--- config.mk ---
export PLATFORM = sky130hd
export DESIGN_NAME = alu_decode_stage
export DESIGN_NICKNAME = d
export VERILOG_FILES = /design/src/rtl/alu_decode_stage.sv
export SDC_FILE = /design/constraint.sdc
export NUM_CORES = 1
export LEC_CHECK = 0
export ABC_AREA = 1
export CORE_MARGIN = 2
export CORE_UTILIZATION = 40
export DETAILED_ROUTE_END_ITERATION = 12
export GPL_ROUTABILITY_DRIVEN = 1
export GPL_TIMING_DRIVEN = 1
export PLACE_DENSITY_LB_ADDON = 0.2
export SYNTH_ARGS = -nofsm -noshare
export SYNTH_HDL_FRONTEND = slang
export SYNTH_SLANG_ARGS = --single-unit
--- constraint.sdc ---
create_clock -name clk -period 3.4 [get_ports clk]
set_input_delay 0.68 -clock clk [delete_from_list [all_inputs] [get_ports clk]]
set_output_delay 0.68 -clock clk [all_outputs]
set_load 0.1 [all_outputs]
--- src/rtl/alu_decode_stage.sv ---
// RV32I decode stage producing ALU control, immediate and branch compare controls through a 2-entry skid buffer.
// Optional illegal-encoding detection is enabled by defining ALU_DECODE_ILLEGAL_CHECK_EN.
module alu_decode_stage #(
  parameter int XLEN = 32
) (
  input  logic            clk,
  input  logic            rst_n,
  input  logic            in_valid,
  output logic            in_ready,
  input  logic [31:0]     in_instr,
  input  logic [XLEN-1:0] in_pc,
  input  logic            flush,
  output logic            out_valid,
  input  logic            out_ready,
  output logic [XLEN-1:0] out_pc,
  output logic [3:0]      alu_control,
  output logic [1:0]      equal_comp,
  output logic            alu_src_imm,
  output logic [XLEN-1:0] imm,
  output logic            is_branch,
  output logic            illegal
);

  localparam logic [3:0] ALU_AND  = 4'b0000;
  localparam logic [3:0] ALU_OR   = 4'b0001;
  localparam logic [3:0] ALU_ADD  = 4'b0010;
  localparam logic [3:0] ALU_XOR  = 4'b0011;
  localparam logic [3:0] ALU_SLL  = 4'b0100;
  localparam logic [3:0] ALU_SLT  = 4'b0101;
  localparam logic [3:0] ALU_SUB  = 4'b0110;
  localparam logic [3:0] ALU_SLTU = 4'b0111;
  localparam logic [3:0] ALU_SRL  = 4'b1000;
  localparam logic [3:0] ALU_SRA  = 4'b1001;

  localparam logic [6:0] OP_R      = 7'b0110011;
  localparam logic [6:0] OP_IMM    = 7'b0010011;
  localparam logic [6:0] OP_LOAD   = 7'b0000011;
  localparam logic [6:0] OP_STORE  = 7'b0100011;
  localparam logic [6:0] OP_JALR   = 7'b1100111;
  localparam logic [6:0] OP_AUIPC  = 7'b0010111;
  localparam logic [6:0] OP_LUI    = 7'b0110111;
  localparam logic [6:0] OP_JAL    = 7'b1101111;
  localparam logic [6:0] OP_BRANCH = 7'b1100011;

  typedef struct packed {
    logic [XLEN-1:0] pc;
    logic [3:0]      alu;
    logic [1:0]      eq;
    logic            src_imm;
    logic [XLEN-1:0] imm;
    logic            br;
    logic            ill;
  } entry_t;

  localparam entry_t RESET_ENTRY = '{pc: '0, alu: ALU_ADD, eq: 2'b00, src_imm: 1'b0,
                                     imm: '0, br: 1'b0, ill: 1'b0};

  logic [6:0] w_opcode;
  logic [2:0] w_funct3;
  logic [6:0] w_funct7;
  logic [XLEN-1:0] w_imm_i, w_imm_s, w_imm_b, w_imm_u, w_imm_j, w_imm_sh;
  entry_t w_dec;
  entry_t w_entry;
  logic   w_accept;

  entry_t r_out;
  entry_t r_skid;
  logic   r_out_valid;
  logic   r_skid_valid;

  assign w_opcode = in_instr[6:0];
  assign w_funct3 = in_instr[14:12];
  assign w_funct7 = in_instr[31:25];

  assign w_imm_i  = {{20{in_instr[31]}}, in_instr[31:20]};
  assign w_imm_s  = {{20{in_instr[31]}}, in_instr[31:25], in_instr[11:7]};
  assign w_imm_b  = {{19{in_instr[31]}}, in_instr[31], in_instr[7], in_instr[30:25], in_instr[11:8], 1'b0};
  assign w_imm_u  = {in_instr[31:12], 12'b0};
  assign w_imm_j  = {{11{in_instr[31]}}, in_instr[31], in_instr[19:12], in_instr[20], in_instr[30:21], 1'b0};
  assign w_imm_sh = {{(XLEN-5){1'b0}}, in_instr[24:20]};

  function automatic logic [3:0] alu_op(input logic [2:0] f3, input logic alt);
    case (f3)
      3'b000:  alu_op = alt ? ALU_SUB : ALU_ADD;
      3'b001:  alu_op = ALU_SLL;
      3'b010:  alu_op = ALU_SLT;
      3'b011:  alu_op = ALU_SLTU;
      3'b100:  alu_op = ALU_XOR;
      3'b101:  alu_op = alt ? ALU_SRA : ALU_SRL;
      3'b110:  alu_op = ALU_OR;
      default: alu_op = ALU_AND;
    endcase
  endfunction

  always_comb begin
    w_dec    = RESET_ENTRY;
    w_dec.pc = in_pc;
    case (w_opcode)
      OP_R: w_dec.alu = alu_op(w_funct3, w_funct7[5]);
      OP_IMM: begin
        // funct3=000 has no SUBI, so funct7[5] only selects arithmetic right shift
        w_dec.alu     = alu_op(w_funct3, w_funct7[5] && (w_funct3 == 3'b101));
        w_dec.src_imm = 1'b1;
        w_dec.imm     = (w_funct3 == 3'b001 || w_funct3 == 3'b101) ? w_imm_sh : w_imm_i;
      end
      OP_LOAD, OP_JALR: begin
        w_dec.src_imm = 1'b1;
        w_dec.imm     = w_imm_i;
      end
      OP_STORE: begin
        w_dec.src_imm = 1'b1;
        w_dec.imm     = w_imm_s;
      end
      OP_AUIPC, OP_LUI: begin
        w_dec.src_imm = 1'b1;
        w_dec.imm     = w_imm_u;
      end
      OP_JAL: begin
        w_dec.src_imm = 1'b1;
        w_dec.imm     = w_imm_j;
      end
      OP_BRANCH: begin
        w_dec.br  = 1'b1;
        w_dec.imm = w_imm_b;
        // eq = {equal_inequal, comparator_enable}
        case (w_funct3)
          3'b000: begin w_dec.alu = ALU_XOR;  w_dec.eq = 2'b11; end
          3'b001: begin w_dec.alu = ALU_XOR;  w_dec.eq = 2'b01; end
          3'b100: begin w_dec.alu = ALU_SLT;  w_dec.eq = 2'b11; end
          3'b101: begin w_dec.alu = ALU_SLT;  w_dec.eq = 2'b01; end
          3'b110: begin w_dec.alu = ALU_SLTU; w_dec.eq = 2'b11; end
          3'b111: begin w_dec.alu = ALU_SLTU; w_dec.eq = 2'b01; end
          default: ;
        endcase
      end
      default: ;
    endcase
  end

`ifdef ALU_DECODE_ILLEGAL_CHECK_EN
  logic w_bad;

  always_comb begin
    w_bad = 1'b0;
    case (w_opcode)
      OP_R: w_bad = !((w_funct7 == 7'b0000000) ||
                      (w_funct7 == 7'b0100000 && (w_funct3 == 3'b000 || w_funct3 == 3'b101)));
      OP_IMM: begin
        if (w_funct3 == 3'b001)
          w_bad = (w_funct7 != 7'b0000000);
        else if (w_funct3 == 3'b101)
          w_bad = (w_funct7 != 7'b0000000) && (w_funct7 != 7'b0100000);
      end
      OP_BRANCH: w_bad = (w_funct3 == 3'b010) || (w_funct3 == 3'b011);
      OP_LOAD, OP_STORE, OP_JALR, OP_AUIPC, OP_LUI, OP_JAL: w_bad = 1'b0;
      default: w_bad = 1'b1;
    endcase
  end

  always_comb begin
    w_entry = w_dec;
    if (w_bad) begin
      w_entry     = RESET_ENTRY;
      w_entry.pc  = in_pc;
      w_entry.ill = 1'b1;
    end
  end
`else
  assign w_entry = w_dec;
`endif

  // A full skid implies a full output register, so accept only needs the skid slot
  assign w_accept = in_valid && !r_skid_valid;

  always_ff @(posedge clk or negedge rst_n) begin
    if (!rst_n) begin
      r_out_valid  <= 1'b0;
      r_skid_valid <= 1'b0;
      r_out        <= RESET_ENTRY;
      r_skid       <= RESET_ENTRY;
    end else if (flush) begin
      r_out_valid  <= 1'b0;
      r_skid_valid <= 1'b0;
    end else if (!r_out_valid || out_ready) begin
      if (r_skid_valid) begin
        r_out        <= r_skid;
        r_out_valid  <= 1'b1;
        r_skid_valid <= 1'b0;
      end else if (w_accept) begin
        r_out       <= w_entry;
        r_out_valid <= 1'b1;
      end else begin
        r_out_valid <= 1'b0;
      end
    end else if (w_accept) begin
      r_skid       <= w_entry;
      r_skid_valid <= 1'b1;
    end
  end

  assign in_ready    = !r_skid_valid;
  assign out_valid   = r_out_valid;
  assign out_pc      = r_out.pc;
  assign alu_control = r_out.alu;
  assign equal_comp  = r_out.eq;
  assign alu_src_imm = r_out.src_imm;
  assign imm         = r_out.imm;
  assign is_branch   = r_out.br;
  assign illegal     = r_out.ill;

endmodule

==> results of run 1 <==
==> synthesized netlist by cell type, drive strengths merged, types with 2 or more instances <==
| library cell | n | share of area (%) |
|---|---|---|
| a21oi | 22 | 1.5 |
| buf | 34 | 3.0 |
| clkbuf | 26 | 1.4 |
| dfrtp | 144 | 50 |
| dfstp | 2 | 0.73 |
| inv | 75 | 3.9 |
| nand2 | 391 | 20 |
| nand3 | 55 | 3.9 |
| nor2 | 89 | 4.9 |
| nor3 | 2 | 0.29 |
| o21ai | 137 | 9.6 |
| or2 | 3 | 0.26 |
==> registers in the layout, indices dropped and copies added (netlist names) <==
register	count
alu_control	4
alu_src_imm	1
equal_comp	2
imm	32
is_branch	1
out_pc	32
out_valid	1
r_skid	72
r_skid_valid	1
==> report_power, final <==
group,internal [mW],switching (mW)
Clock,1.10,0.748
Sequential,2.00,0.121
Combinational,0.384,1.15
Total,3.49,2.02
==> kinds of logic after synthesis <==
kind of cell	share of synthesized area, %
simple gates	29.9
compound gates	11.3
flops	50.5
buf+inv	8.27
other cells	0.0518
==> through the flow <==
stage,setup WS [ps],hold slack [ps]
2_1_floorplan,947,384
3_3_place_gp,576,456
3_5_place_dp,550,457
4_1_cts,749,242
5_1_grt,742,264
6_report,783,231
==> per-layer routing <==
layer,wire length (um),global-route usage [%],part of all wire (%)
met5,0,0,0
met1,8690,28.2,48
met3,1030,3.76,5.7
met2,7970,28.2,44
met4,387,7.25,2.1
==> worst max-delay path by stage <==
stage,start,to,slack (ps),cells past startpoint
2_1_floorplan,r_skid_valid,in_ready,950,4
3_3_place_gp,in_instr[3],imm[19],580,12
3_5_place_dp,in_instr[0],r_skid[26],550,11
4_1_cts,out_pc[15],out_pc[15],750,1
5_1_grt,out_pc[15],out_pc[15],740,1
6_report,out_pc[15],out_pc[15],780,1
==> layout make-up <==
type                    count  area, um2
fillers                  1702       8580
flip-flops and latches    146       3660
multi-input cells         703       3000
repair buffers            157       1450
clock buffers              21        450
well taps                 229        287
inverters                  75        283
clock inverters            11        131
==> flow_summary.ini, run 1 <==
[clock_tree]
clk_latency_ps = 420
cts_tree = built
root_buffer = clkbuf_16
cts_resized = 0
postCtsHoldBufs = 0
cts_buffers = 17
ctsLongestPathBuffers = 2
clk_pin_slew_ps = 60
clkSinkCount = 146
cts_setup_buffers = 0
htree_levels = 4

[synthesis]
synth_edf_count = 0
syn_area_um2 = 7250
synthCells = 984
synth-main-ff-cell = dfrtp_1
yosysSeqAreaShare_pct = 50.5
async_reset_ff_share_pct = 100
syn_nets = 1053
synth_cell_type_count = 30
ys_ff_latch = 146
avgSynthCellArea_um2 = 7.36
yosysWarningCount = 0

[place]
gp_congestion = 0.808
port-buffer-count = 142
placed_area_um2 = 8680
dp.cells = 1310
dp_hpwl_um = 11900

[drt]
avgViaCountPerCell = 4.79
wl_um = 18100
num_vias = 6424
drt_iter0_markers = 494
postRouteAntennaNets = 0
drcViolationCount = 0
post_drt_wl_per_cell_um = 13.5
drtPass1Iterations = 7

[layout]
nNetsFinal = 1169
final_cells = 1342
fin_area_um2 = 9260
n_antenna_cell = 0
area_growth_pct = 27.8
final_util_pct = 51.9
final_common_cell = nand2_1
final_cell_mix = nand2_1, dfrtp_1, o21ai_0, clkdlybuf4s50_1, nor2_1
drive_gt1_share_pct = 10.2

[setup_path]
critical-path-top-delay-family = buffers and inverters
startpoint_type = flip-flop
timing.rr.end = r_skid[42]
crit_path_max_incr_delay_ps = 1140
reg2reg_slack_ps = 1360
crit_path_max_fanout = 2
rr_worst_depth = 8
cp_cell_sequence = clkdlybuf4s50_1
arrival_ps = 1940
cpMaxStageDelayCell = clkdlybuf4s50_1
worst-path-buf-inv = 1
required_ps = 2720
path_class = flip-flop to output pin
reg2reg_from = out_valid
worst_setup_path_end_kind = output pin

[sta]
tightestPinTransition_ps = 982
finClkSkew_ps = 4.87
hold_violations = 0
timing.final.crit_share_pct = 77.0
finalSetupViolations = 0
period_minus_slack_ps = 2620
slew_violations = 0
setup-tns-final_ps = 0
slew_headroom_pct = 34.3
rsz0062_at_grt = no
fmax_ghz = 0.382

[global_routing]
grt_pass1_vias = 5879
grt_pass1_wl_um = 30100
grt_start_max_net_pins = 120
overflow = 0
antenna_found_initial = 0
grt_use_total_pct = 19.2

[die]
die_w_um = 139
rows = 49
die-area_um2 = 19200
die-height_um = 139
pin_count = 144
core_area_um2 = 17800
start_util_pct = 40.6

[power]
ir_worst_vdd_uv = 363
leakagePower_nw = 5.20
power_density_nw_per_um2 = 595
p_total_mw = 5.51

[job]
cap_violations = 0

[min_path]
holdCritPathClass = input pin to asynchronous set/reset pin

[run_status]
status = completed
(Power assumes the default switching activity.)
==> run 2: changes to the inputs <==
==> constraint.sdc (replaced) <==
create_clock -name clk -period 2.7 [get_ports clk]
set_input_delay 0.54 -clock clk [delete_from_list [all_inputs] [get_ports clk]]
set_output_delay 0.54 -clock clk [all_outputs]
set_load 0.1 [all_outputs]
==> flow_summary.ini, run 2 (synthesis results as in run 1) <==
[layout]
final_cell_mix = nand2_1, dfrtp_1, o21ai_0, nor2_1, buf_4
fill_cells = 1745
final_util_pct = 52.1
largest_reg_flops = 72
nNetsFinal = 1173
final_cells = 1346
n_antenna_cell = 0
drive_gt1_share_pct = 13.2
fin_area_um2 = 9290
area_growth_pct = 28.2
largest-register = r_skid
final_common_cell = nand2_1

[setup_path]
arrival_ps = 1530
startpoint_type = flip-flop
worst_setup_path_end_kind = output pin
path_class = flip-flop to output pin
crit_path_max_fanout = 18
reg2reg_from = r_skid_valid
reg2reg_slack_ps = 940
rr_worst_depth = 7
timing.rr.end = imm[7]
required_ps = 2160

[clock_tree]
clkSinkCount = 146
root_buffer = clkbuf_16
cts_buffers = 17
cts_setup_buffers = 0
postCtsHoldBufs = 0
ctsLongestPathBuffers = 2
clk_pin_slew_ps = 70
htree_levels = 4
cts_resized = 0
clk_latency_ps = 430
cts_tree = built

[job]
cap_violations = 0

[place]
dp.cells = 1314
port-buffer-count = 142
dp_hpwl_um = 12600
place_ws_ps = 284
gp_congestion = 0.880
placed_area_um2 = 8700

[die]
die-area_um2 = 19200
die_w_um = 139
die-height_um = 139
rows = 49
core_area_um2 = 17800
pin_count = 144
start_util_pct = 40.6

[global_routing]
grt_pass1_wl_um = 31100
overflow = 0
grt_pass1_vias = 6169
antenna_found_initial = 0
grt_start_max_net_pins = 91
grt_use_total_pct = 19.9

[drt]
drcViolationCount = 0
post_drt_wl_per_cell_um = 13.7
drtPass1Iterations = 5
num_vias = 6462
wl_um = 18400
postRouteAntennaNets = 0
drt_iter0_markers = 500
avgViaCountPerCell = 4.80

[sta]
slew_violations = 0
setup-tns-final_ps = 0
fmax_ghz = 0.484
hold_violations = 0
final.setup.worst_slack_ps = 633
finClkSkew_ps = 8.94
timing.final.crit_share_pct = 76.6
finalSetupViolations = 0
rsz0062_at_grt = no
period_minus_slack_ps = 2070

[power]
power_frac_clock_pct = 33.7
swShare_pct = 39.0
leakagePower_nw = 5.29
power.switching_mw = 2.70
ir_worst_vdd_uv = 475
power_density_nw_per_um2 = 746
p_int_mw = 4.22
pwr-share-seq_pct = 38.6
p_comb_share_pct = 27.7

[min_path]
holdCritPathClass = input pin to asynchronous set/reset pin

[run_status]
status = completed
run 2: cell count changes in the layout (fill, tap and decap cells not counted), sizes merged:
| cell | previous run | this run |
|---|---|---|
| bufinv | 2 | 0 |
| clkinv | 6 | 3 |
| buf | 64 | 94 |
| clkdlybuf4s50 | 93 | 67 |
| inv | 75 | 85 |
| clkinvlp | 3 | 2 |
| clkbuf | 21 | 17 |
run 2: final cells by class:
type	instances	area, um2	share of cell area, %
Sequential cell	146	3660	39.4
Multi-Input combinational cell	703	3000	32.3
Timing Repair Buffer	161	1480	15.9
Clock buffer	17	425	4.58
Tap cell	229	287	3.09
Inverter	75	283	3.04
Clock inverter	15	159	1.71
run 2: worst max-delay path, cell delays in order, from the launching register on:
cell and delay (ps):
dfrtp_1 490, clkinv_2 330, buf_12 270
run 2: stage by stage:
stage	total power [mW]	hold slack [ps]
global placement	4.62	451
detailed placement	4.64	458
finish	6.92	15.9
floorplan	4.10	244
global route	7.24	37.7
CTS	7.00	27.1
run 2: how the worst max path moves through the flow:
stage,to,startpoint,cells past startpoint,slack [ps]
global placement,imm[21],in_instr[1],12,340
floorplan,in_ready,r_skid_valid,4,390
finish,in_ready,r_skid_valid,2,630
CTS,in_ready,r_skid_valid,2,610
global route,in_ready,r_skid_valid,2,560
detailed placement,r_skid[25],in_instr[1],12,280
run 2: layer usage:
layer / routed length (um) / vias up / track usage (%) / part of all wire (%)
li1: - / 3309 / - / -
met1: 8940 / 2962 / 28.3 / 49
met2: 8270 / 169 / 31.0 / 45
met3: 929 / 22 / 3.90 / 5.0
met4: 293 / 0 / 6.34 / 1.6
met5: 0 / - / 0 / 0
run 2: power by group through the flow:
stage	logic (mW)	clock network, mW	registers, mW
floorplan	0.439	0	3.66
global placement	1.92	0	2.70
detailed placement	1.93	0	2.71
CTS	1.94	2.39	2.67
global route	2.05	2.47	2.71
finish	1.92	2.33	2.67
